**config.mk**
```make
export PLATFORM = sky130hd
export DESIGN_NAME = barker_spreader
export DESIGN_NICKNAME = d
export VERILOG_FILES = /design/src/rtl/barker_spreader.sv
export SDC_FILE = /design/constraint.sdc
export NUM_CORES = 1
export LEC_CHECK = 0
export BUFFER_PORTS_ARGS = -buffer_cell sky130_fd_sc_hd__buf_2
export CAP_MARGIN = 20
export CORE_MARGIN = 2
export CORE_UTILIZATION = 60
export CTS_CLUSTER_DIAMETER = 60
export DETAILED_ROUTE_END_ITERATION = 10
export PLACE_DENSITY = 0.81
export SYNTH_ARGS = -nofsm -noshare
export SYNTH_HDL_FRONTEND = slang
export SYNTH_SLANG_ARGS = --single-unit
```
**constraint.sdc**
```tcl
create_clock -name clk -period 6.61 [get_ports clk]
set_clock_uncertainty 0.2 [all_clocks]
set_input_delay 1.322 -clock clk [delete_from_list [all_inputs] [get_ports clk]]
set_output_delay 1.322 -clock clk [all_outputs]
set_load 0.03 [all_outputs]
```
**src/rtl/barker_spreader.sv**
```systemverilog
// Purpose : 802.11b DBPSK/DQPSK differential encoder + 11-chip Barker spreader (chip0 = BARKER_SEQ MSB).
// Latency : first chip is valid the cycle after the bit that completes a symbol is accepted.
// Backpres: chips hold while chip_ready=0; in_ready drops while spreading unless SYMBOL_PREFETCH_EN
//           adds a one-symbol hold register that keeps chips back-to-back across symbols.
module barker_spreader #(
    parameter logic [10:0] BARKER_SEQ = 11'b10110111000,
    parameter logic [1:0]  PHASE_INIT = 2'd0
) (
    input  logic       clk,
    input  logic       rst,
    input  logic       mode,
    input  logic       in_valid,
    output logic       in_ready,
    input  logic       bit_in,
    input  logic       in_first,
    input  logic       in_last,
    output logic       chip_valid,
    input  logic       chip_ready,
    output logic [1:0] chip_phase,
    output logic       chip_last
);

    typedef enum logic {S_LOAD, S_SPREAD} state_t;

    state_t     state_q;
    logic [1:0] phase_ref_q;
    logic [3:0] chip_idx_q;
    logic       sym_last_q;
    logic       in_ready_q;
    logic       chip_valid_q;
    logic [1:0] chip_phase_q;
    logic       chip_last_q;

    // Pending DQPSK d0 (a buffered d0 always implies a DQPSK symbol)
    logic       have_d0_q;
    logic       d0_q;
    logic       d0_first_q;
    logic       d0_last_q;

`ifdef SYMBOL_PREFETCH_EN
    logic       hold_vld_q;
    logic [1:0] hold_delta_q;
    logic       hold_first_q;
    logic       hold_last_q;
`endif

    logic       bit_xfer;
    logic       chip_xfer;
    logic       last_chip;
    logic       capture_d0;
    logic       sym_done;
    logic [1:0] sym_delta;
    logic       sym_first;
    logic       sym_last;
    logic       start_sym;
    logic [1:0] sel_delta;
    logic       sel_first;
    logic       sel_last;
    logic [1:0] new_phase_d;
    logic [1:0] first_chip_d;
    logic [3:0] chip_idx_d;
    logic [1:0] chip_phase_d;

    // DQPSK Gray mapping of (d0,d1) to a phase step in quarter turns
    function automatic logic [1:0] dqpsk_delta(input logic d0, input logic d1);
        case ({d0, d1})
            2'b00:   return 2'd0;
            2'b01:   return 2'd1;
            2'b11:   return 2'd2;
            default: return 2'd3;
        endcase
    endfunction

    // +1 chip keeps the symbol phase, -1 chip rotates it by 180 degrees
    function automatic logic [1:0] chip_off(input logic [3:0] idx);
        return BARKER_SEQ[4'd10 - idx] ? 2'd0 : 2'd2;
    endfunction

    // Symbol assembly, next-phase and next-chip computation
    always_comb begin
        bit_xfer   = in_valid & in_ready_q;
        chip_xfer  = chip_valid_q & chip_ready;
        last_chip  = (chip_idx_q == 4'd10);
        capture_d0 = 1'b0;
        sym_done   = 1'b0;
        sym_delta  = 2'd0;
        sym_first  = 1'b0;
        sym_last   = 1'b0;
        if (bit_xfer) begin
            if (have_d0_q) begin
                // d1 completes a DQPSK symbol; mode/first/last on d1 are ignored
                sym_done  = 1'b1;
                sym_delta = dqpsk_delta(d0_q, bit_in);
                sym_first = d0_first_q;
                sym_last  = d0_last_q;
            end else if (!mode) begin
                sym_done  = 1'b1;
                sym_delta = bit_in ? 2'd2 : 2'd0;
                sym_first = in_first;
                sym_last  = in_last;
            end else begin
                capture_d0 = 1'b1;
            end
        end

        start_sym = 1'b0;
        if (state_q == S_LOAD) begin
            start_sym = sym_done;
        end else if (chip_xfer && last_chip) begin
`ifdef SYMBOL_PREFETCH_EN
            start_sym = hold_vld_q | sym_done;
`else
            start_sym = 1'b0;
`endif
        end

`ifdef SYMBOL_PREFETCH_EN
        sel_delta = hold_vld_q ? hold_delta_q : sym_delta;
        sel_first = hold_vld_q ? hold_first_q : sym_first;
        sel_last  = hold_vld_q ? hold_last_q  : sym_last;
`else
        sel_delta = sym_delta;
        sel_first = sym_first;
        sel_last  = sym_last;
`endif
        new_phase_d  = (sel_first ? PHASE_INIT : phase_ref_q) + sel_delta;
        first_chip_d = new_phase_d + chip_off(4'd0);
        chip_idx_d   = chip_idx_q + 4'd1;
        chip_phase_d = phase_ref_q + chip_off(chip_idx_d);
    end

    // LOAD/SPREAD control with registered handshake and chip outputs
    always_ff @(posedge clk or posedge rst) begin
        if (rst) begin
            state_q      <= S_LOAD;
            phase_ref_q  <= PHASE_INIT;
            chip_idx_q   <= 4'd0;
            sym_last_q   <= 1'b0;
            in_ready_q   <= 1'b0;
            chip_valid_q <= 1'b0;
            chip_phase_q <= 2'd0;
            chip_last_q  <= 1'b0;
            have_d0_q    <= 1'b0;
            d0_q         <= 1'b0;
            d0_first_q   <= 1'b0;
            d0_last_q    <= 1'b0;
`ifdef SYMBOL_PREFETCH_EN
            hold_vld_q   <= 1'b0;
            hold_delta_q <= 2'd0;
            hold_first_q <= 1'b0;
            hold_last_q  <= 1'b0;
`endif
        end else begin
            if (capture_d0) begin
                have_d0_q  <= 1'b1;
                d0_q       <= bit_in;
                d0_first_q <= in_first;
                d0_last_q  <= in_last;
            end else if (sym_done) begin
                have_d0_q  <= 1'b0;
            end

            if (start_sym) begin
                state_q      <= S_SPREAD;
                phase_ref_q  <= new_phase_d;
                chip_idx_q   <= 4'd0;
                sym_last_q   <= sel_last;
                chip_valid_q <= 1'b1;
                chip_phase_q <= first_chip_d;
                chip_last_q  <= 1'b0;
`ifdef SYMBOL_PREFETCH_EN
                hold_vld_q   <= 1'b0;
                in_ready_q   <= 1'b1;
`else
                in_ready_q   <= 1'b0;
`endif
            end else if (state_q == S_LOAD) begin
                in_ready_q   <= 1'b1;
            end else if (chip_xfer && last_chip) begin
                state_q      <= S_LOAD;
                chip_valid_q <= 1'b0;
                chip_last_q  <= 1'b0;
                in_ready_q   <= 1'b1;
            end else begin
                if (chip_xfer) begin
                    chip_idx_q   <= chip_idx_d;
                    chip_phase_q <= chip_phase_d;
                    chip_last_q  <= sym_last_q & (chip_idx_d == 4'd10);
                end
`ifdef SYMBOL_PREFETCH_EN
                if (sym_done) begin
                    hold_vld_q   <= 1'b1;
                    hold_delta_q <= sym_delta;
                    hold_first_q <= sym_first;
                    hold_last_q  <= sym_last;
                    in_ready_q   <= 1'b0;
                end
`endif
            end
        end
    end

    assign in_ready   = in_ready_q;
    assign chip_valid = chip_valid_q;
    assign chip_phase = chip_phase_q;
    assign chip_last  = chip_last_q;

endmodule

```
==> results of run 1 <==
==> worst reg2reg max path: stages (launching register included) <==
cell	delay, ns
dfrtp_1	0.42
ha_1	0.27
nor3b_1	0.23
ha_1	0.22
or4bb_4	0.53
o211ai_1	0.13
xnor2_1	0.13
a21oi_1	0.16
nand3_1	0.09
==> where the power goes <==
group          switching, W  internal, W  leakage, nW
Clock             0.0000329    0.0000225       0.0177
Combinational      0.000143     0.000108        0.310
Sequential        0.0000595     0.000148        0.206
==> flip-flops by register name, summed over array words and instances (netlist names) <==
signal,cells
chip_idx_q,4
chip_last,1
chip_phase,2
chip_valid,1
d0_first_q,1
d0_last_q,1
d0_q,1
have_d0_q,1
in_ready,1
phase_ref_q,2
state_q,1
sym_last_q,1
==> layout make-up <==
| class | instances | area (um2) | share of cell area |
|---|---|---|---|
| multi-input combinational | 93 | 607 | 0.520 |
| clock buffer | 3 | 22.5 | 0.0193 |
| clock inverter | 1 | 5.00 | 0.00429 |
| sequential | 17 | 425 | 0.365 |
| timing repair buffer | 12 | 60.1 | 0.0515 |
| tap | 25 | 31.3 | 0.0268 |
| inverter | 4 | 15.0 | 0.0129 |
==> cells by family (layout without fill, tap and decap cells) <==
kind of cell | after synthesis | in the layout | synth area share
xor gates and xnor gates | 4 | 4 | 0.0325
AOI/OAI and AO/OA | 23 | 23 | 0.140
muxes | 3 | 3 | 0.0301
buffers and inverters | 10 | 20 | 0.0440
and+or+nand+nor | 56 | 56 | 0.278
adders and majority gates | 7 | 7 | 0.0811
DFF | 17 | 17 | 0.394
==> per-layer routing <==
metal	GRT usage	vias to the layer above	routed length, um
met3	0.0824	2	125
met5	0	-	0
li1	-	447	-
met4	0.0514	0	14
met1	0.315	413	995
met2	0.350	23	1020
==> synthesized netlist by cell type (all sizes together) (2+ instances only) <==
library cell	n
a21oi	5
and3	3
buf	3
clkbuf	3
dfrtp	17
ha	7
inv	4
mux2	2
nand2	21
nand3	8
nand3b	2
nand4	4
nor2	8
nor3b	3
o211ai	3
o21ai	7
or3b	2
xnor2	3
==> how the worst max path moves through the flow <==
stage / cells past startpoint / endpoint / slack, ns
final: 10 / chip_phase[1]$_DFFE_PP0P_ / 3.34
after global routing: 10 / chip_phase[1]$_DFFE_PP0P_ / 3.18
after CTS: 10 / chip_phase[1]$_DFFE_PP0P_ / 3.35
after detailed placement: 10 / chip_phase[1]$_DFFE_PP0P_ / 3.04
after global placement: 10 / chip_phase[1]$_DFFE_PP0P_ / 3.15
after floorplan: 9 / chip_phase[1]$_DFFE_PP0P_ / 3.34
==> per-stage QoR <==
stage	total power, W	area, um2	util	std cells
2_1_floorplan	0.000407	1080	-	120
3_3_place_gp	0.000447	1140	0.667	151
3_5_place_dp	0.000457	1140	0.667	151
4_1_cts	0.000515	1170	0.683	155
5_1_grt	0.000562	1170	0.683	155
6_report	0.000514	1170	0.683	155
==> summary.md, run 1 <==
| Metric | Value |
|---|---|
| Critical path required time | 6.60 ns |
| Worst skew pair latency | 0.30 ns |
| Die Y | 46.4 um |
| Drt pass-1 iters | 4 |
| Commonest non-fill, non-tap cell in the layout | nand2_1 |
| Max Freq | 306 MHz |
| CP Capture Type | flip-flop |
| Synth top area cells | dfrtp_1, ha_1, nand2_1 |
| Largest delay share family, worst path | simple AND/OR/NAND/NOR gates |
| Share of cells above drive strength 1 | 0.169 |
| HPWL Detailed | ~1600 um |
| PortBufs | 12 |
| Die area | roughly 0.0022 mm2 |
| Register bit total from synthesis | 17 |
| CTS max path bufs | 2 |
| Hold Path Origin | d0_last_q$_DFFE_PP0P_ |
| Pre-CTS WS | about 3 ns |
| Period utilization | 0.495 |
| Hold_ws | 0.310 ns |
| Cell breakdown of the critical path | buf_2, inv_1, ha_1, nor3b_1, ha_1, or4bb_4, o211ai_1, xnor2_1, a21oi_1, nand3_1 |
| Starting Density | 0.632 |
| Syn Inst Count | 120 |
| Critical Path Start | bit_in |
| Total gr overflow | 0 |
| Post-Syn Area | 0.00108 mm2 |
| Crit-path slowest cell | or4bb_4 |
| Num rows | 15 |
| Reg2reg path depth | 8 |
| Worst VDD drop | between 0.3 and 0.4 mV |
| Slew headroom | 0.570 |
| Critical path class | primary input to flip-flop |
| Post-CTS resize count | 0 |
| Tot GR Track Use | 0.230 |
| Post-synth top area share | 0.394 |
| Hold Crit Class | flip-flop to flip-flop |
| Gp weighted congestion | 0.866 |
| Die X | around 46 um |
| DR iter-0 viols | 23 |
| DR vias | between 800 and 900 |
| Crit Path Max Fanout | 4 |
| Antenna diode count | 0 |
| Final setup margin | approximately 3.3 ns |
| CTS tree | built |
| # fillers | between 100 and 150 |
| Min-Delay Path Depth | 1 |
| Final Hold Vio Count | 0 |
| Hold Crit Endpoint | d0_last_q$_DFFE_PP0P_ |
| Synth Flop Type | dfrtp_1 |
| Cts hold-fix bufs | 0 |
| Number of enable flip-flop cells after synthesis | 0 |
| Mean area per synthesized cell | 9.00 um2 |
| # Max-Cap Violations | 0 |
| Distinct cells, synth | 38 |
| Total CTS buffers | 3 |
| Core area | 0.00171 mm2 |
| Fin crit period | ~3.3 ns |
| Measured slew at the worst slew-check pin | 0.645 ns |
| Vias in the first global route | 794 |
| Seq/Total Area, Yosys | 0.394 |
| R2r setup slk | approximately 4.1 ns |
| Synth-to-Final Area Change | 8.00% |
| CTS Sinks | 17 |
| Largest net degree at the start of global routing | 18 |
| Most used cell, CP | ha_1 |
| Root Buffer | clkbuf_4 |
| Status | finished clean |
| Setup violations, final | 0 |
| Post-synth top area cell | dfrtp_1 |
| PwrDens | about 440 mW/mm2 |
| # Post-CTS Setup Buffers | 0 |
| Clock-pin slew on the worst setup and hold paths | roughly 0.11 ns |
| Post-route ant nets | 0 |
| Setup TNS | 0 ns |
| Critical Path AT | ~3.3 ns |
| RR Startpoint | d0_q$_DFFE_PP0P_ |
| First-pass GRT wire length | 3440 um |
| Initial antenna violation count | 0 |
| Syn. warnings | 0 |
| Pins over their slew limit | 0 |
| CP bufs+invs | 2 |
| Fraction of registers with async set/reset | 1.00 |
| Max incr delay on CP | 0.53 ns |
| Worst r2r dst | chip_phase[1]$_DFFE_PP0P_ |
| Leak | 0.533 nW |
| I/O Pins | 13 |
| Via-to-Cell Ratio | approximately 5.7 |
| DRC Markers | 0 |
| Final nets | 146 |
| Most frequent cells in the layout | nand2_1, dfrtp_1, buf_2, nand3_1, nor2_1 |
| WL final | roughly 2200 um |
| Worst setup SP type | primary input |
| WL per Instance | about 14 um |
| Syn nets | about 140 |
| RSZ-0062 raised after global routing | false |
| H-tree levels | 1 |
No activity file was read; power rests on OpenSTA's default activity.
==> inputs of run 2 (changes only) <==
--- a/config.mk
+++ b/config.mk
@@ -8,10 +8,10 @@
 export BUFFER_PORTS_ARGS = -buffer_cell sky130_fd_sc_hd__buf_2
 export CAP_MARGIN = 20
 export CORE_MARGIN = 2
-export CORE_UTILIZATION = 60
+export CORE_UTILIZATION = 51
 export CTS_CLUSTER_DIAMETER = 60
 export DETAILED_ROUTE_END_ITERATION = 10
-export PLACE_DENSITY = 0.81
+export PLACE_DENSITY = 0.73
 export SYNTH_ARGS = -nofsm -noshare
 export SYNTH_HDL_FRONTEND = slang
 export SYNTH_SLANG_ARGS = --single-unit
==> constraint.sdc (replaced) <==
create_clock -name clk -period 2.6 [get_ports clk]
set_clock_uncertainty 0.2 [all_clocks]
set_input_delay 0.52 -clock clk [delete_from_list [all_inputs] [get_ports clk]]
set_output_delay 0.52 -clock clk [all_outputs]
set_load 0.03 [all_outputs]
==> summary.md, run 2 (synthesized netlist as in run 1, its figures left out) <==
| Metric | Value |
|---|---|
| Root Buffer | clkbuf_4 |
| Synth-to-Final Area Change | 10.3% |
| Status | finished clean |
| Via-to-Cell Ratio | 5.59 (-2.0%) |
| Grt met1 use | 0.249 (-0.0666) |
| Worst setup SP type | flip-flop |
| Measured slew at the worst slew-check pin | 0.657 ns (+0.0120 ns) |
| Worst VDD drop | 0.612 mV (+100%) |
| Crit Path Max Fanout | 3 (-1) |
| PwrDens | 1110 mW/mm2 (+150%) |
| Worst skew pair latency | 0.30 ns (about the same) |
| H-tree levels | 1 (unchanged) |
| Num rows | 16 (+1) |
| Crit-path slowest cell | or4bb_4 |
| Grt peak-use layer | met2 |
| Critical path required time | 2.60 ns (-4.00 ns) |
| Most used cell, CP | ha_1 |
| RSZ-0062 raised after global routing | false |
| DR vias | 895 (+1.1%) |
| Tot GR Track Use | 0.194 (-0.0360) |
| Post-Layout Cell Count | 160 (+3.2%) |
| CTS Sinks | 17 (unchanged) |
| # fillers | 184 (+27%) |
| Slew headroom | 0.562 (-0.00799) |
| Hold Crit Class | primary input to asynchronous set/reset pin |
| # Max-Cap Violations | 0 (unchanged) |
| PortBufs | 12 (unchanged) |
| Most frequent cells in the layout | nand2_1, dfrtp_1, buf_2, nand3_1, nor2_1 |
| WL final | 2090 um (-2.7%) |
| Cell breakdown of the critical path | ha_1, nor3b_1, ha_1, or4bb_4, o211ai_1, xnor2_1, a21oi_1, nand3_1 |
| Final Hold Vio Count | 0 (unchanged) |
| DRC Markers | 0 (unchanged) |
| Die area | 0.00250 mm2 (+16%) |
| Final nets | 149 (+2.1%) |
| Met3 Use GR | 0.0576 (-0.0248) |
| HPWL Detailed | 1580 um (-0.62%) |
| DR iter-0 viols | 17 (-26%) |
| CTS max path bufs | 2 (unchanged) |
| First-pass GRT wire length | 3760 um (+9.4%) |
| Drt pass-1 iters | 4 (unchanged) |
| Largest net degree at the start of global routing | 18 (unchanged) |
| Post-route ant nets | 0 (unchanged) |
| Period utilization | 0.912 |
| Gp weighted congestion | 0.827 (-4.5%) |
| Antenna diode count | 0 (unchanged) |
| Total CTS buffers | 3 (unchanged) |
| Die Y | 50.0 um (+7.7%) |
| Post-layout util | 0.601 (-0.0818) |
| Met2 usage | 0.329 (-0.0211) |
| Cts hold-fix bufs | 0 (unchanged) |
| Critical Path AT | 2.37 ns (-0.89 ns) |
| CP Capture Type | flip-flop |
| Dpl cells | 156 (+3.3%) |
| Max Freq | 422 MHz |
| Clock-pin slew on the worst setup and hold paths | 0.11 ns (about the same) |
| Critical path class | flip-flop to flip-flop |
| Starting Density | 0.545 (-0.0874) |
| Vias in the first global route | 873 (+9.9%) |
| Pins over their slew limit | 0 (unchanged) |
| Biggest register | chip_idx_q |
| Die X | 50.0 um (+7.7%) |
| Max incr delay on CP | 0.51 ns (-0.02 ns) |
| Core area | 0.00198 mm2 (+16%) |
| WL per Instance | 13.1 um (-5.7%) |
| Setup violations, final | 0 (unchanged) |
| CTS tree | built |
| Post-CTS resize count | 0 (unchanged) |
| Number of flip-flops under the largest register name | 4 (unchanged) |
| Share of cells above drive strength 1 | 0.188 (+0.0187) |
| # Post-CTS Setup Buffers | 0 (unchanged) |
| Commonest non-fill, non-tap cell in the layout | nand2_1 |
| Initial antenna violation count | 0 (unchanged) |
| Total gr overflow | 0 (unchanged) |
| I/O Pins | 13 (unchanged) |
| Leak | 0.549 nW (+2.9%) |
| Fin crit period | 2.37 ns |
-- run 2: cell count changes in the layout (fill, tap and decap cells not counted), sizes merged --
cell | previous run | this run
buf | 12 | 15
-- run 2: per-layer routing --
layer  vias to the layer above  share of wire
li1                        454              -
met1                       418           0.48
met2                        23           0.47
met3                         0          0.054
met4                         0              0
met5                         -              0
-- run 2: cell type report --
class,count,area (um2),area share
Clock inverter,1,5.00,0.00420
Inverter,4,15.0,0.0126
Clock buffer,3,22.5,0.0189
Timing Repair Buffer,15,82.6,0.0693
Sequential cell,17,425,0.357
Tap cell,27,33.8,0.0284
Multi-Input combinational cell,93,607,0.509
-- run 2: path summary, 6_finish.rpt --
check                                              to  cells after the start                  startpoint  slack (ns)
max                         chip_phase[1]$_DFFE_PP0P_                      8            d0_q$_DFFE_PP0P_        0.23
min                            d0_first_q$_DFFE_PP0P_                      2                         rst        0.09
max reg2reg                 chip_phase[1]$_DFFE_PP0P_                      8            d0_q$_DFFE_PP0P_        0.23
min reg2reg                phase_ref_q[0]$_DFFE_PP0P_                      2  phase_ref_q[0]$_DFFE_PP0P_        0.33
max in group asynchronous   chip_idx_q[0]$_DFFE_PP0P_                      2                         rst        1.68
min in group clk               d0_first_q$_DFFE_PP0P_                      2                    in_first        0.24
-- run 2: metrics by stage --
step | setup slack [ns] | setup TNS [ns] | total power [W] | area, um2 | hold slack, ns
finish | 0.229 | 0 | 0.00133 | 1190 | 0.0889
global route | 0.110 | 0 | 0.00145 | 1190 | 0.165
CTS | 0.225 | 0 | 0.00133 | 1190 | 0.115
detailed placement | -0.0662 | -0.0662 | 0.00118 | 1160 | 0.307
global placement | 0.00875 | 0 | 0.00115 | 1160 | 0.282
floorplan | 0.133 | 0 | 0.00104 | 1080 | 0.246
-- run 2: worst max-delay path, delay by kind of cell (launching register included) --
kind | cells | cell delay (ns)
xor+xnor | 1 | 0.12
compound gates | 2 | 0.27
fa+ha+maj | 2 | 0.47
flops | 1 | 0.41
simple gates | 3 | 0.81
-- run 2: where the power goes --
part,switching (W),total (W),internal [W]
logic,0.000379,0.000663,0.000284
registers,0.000137,0.000515,0.000378
clock network,0.0000905,0.000148,0.0000573
total,0.000607,0.00133,0.000719
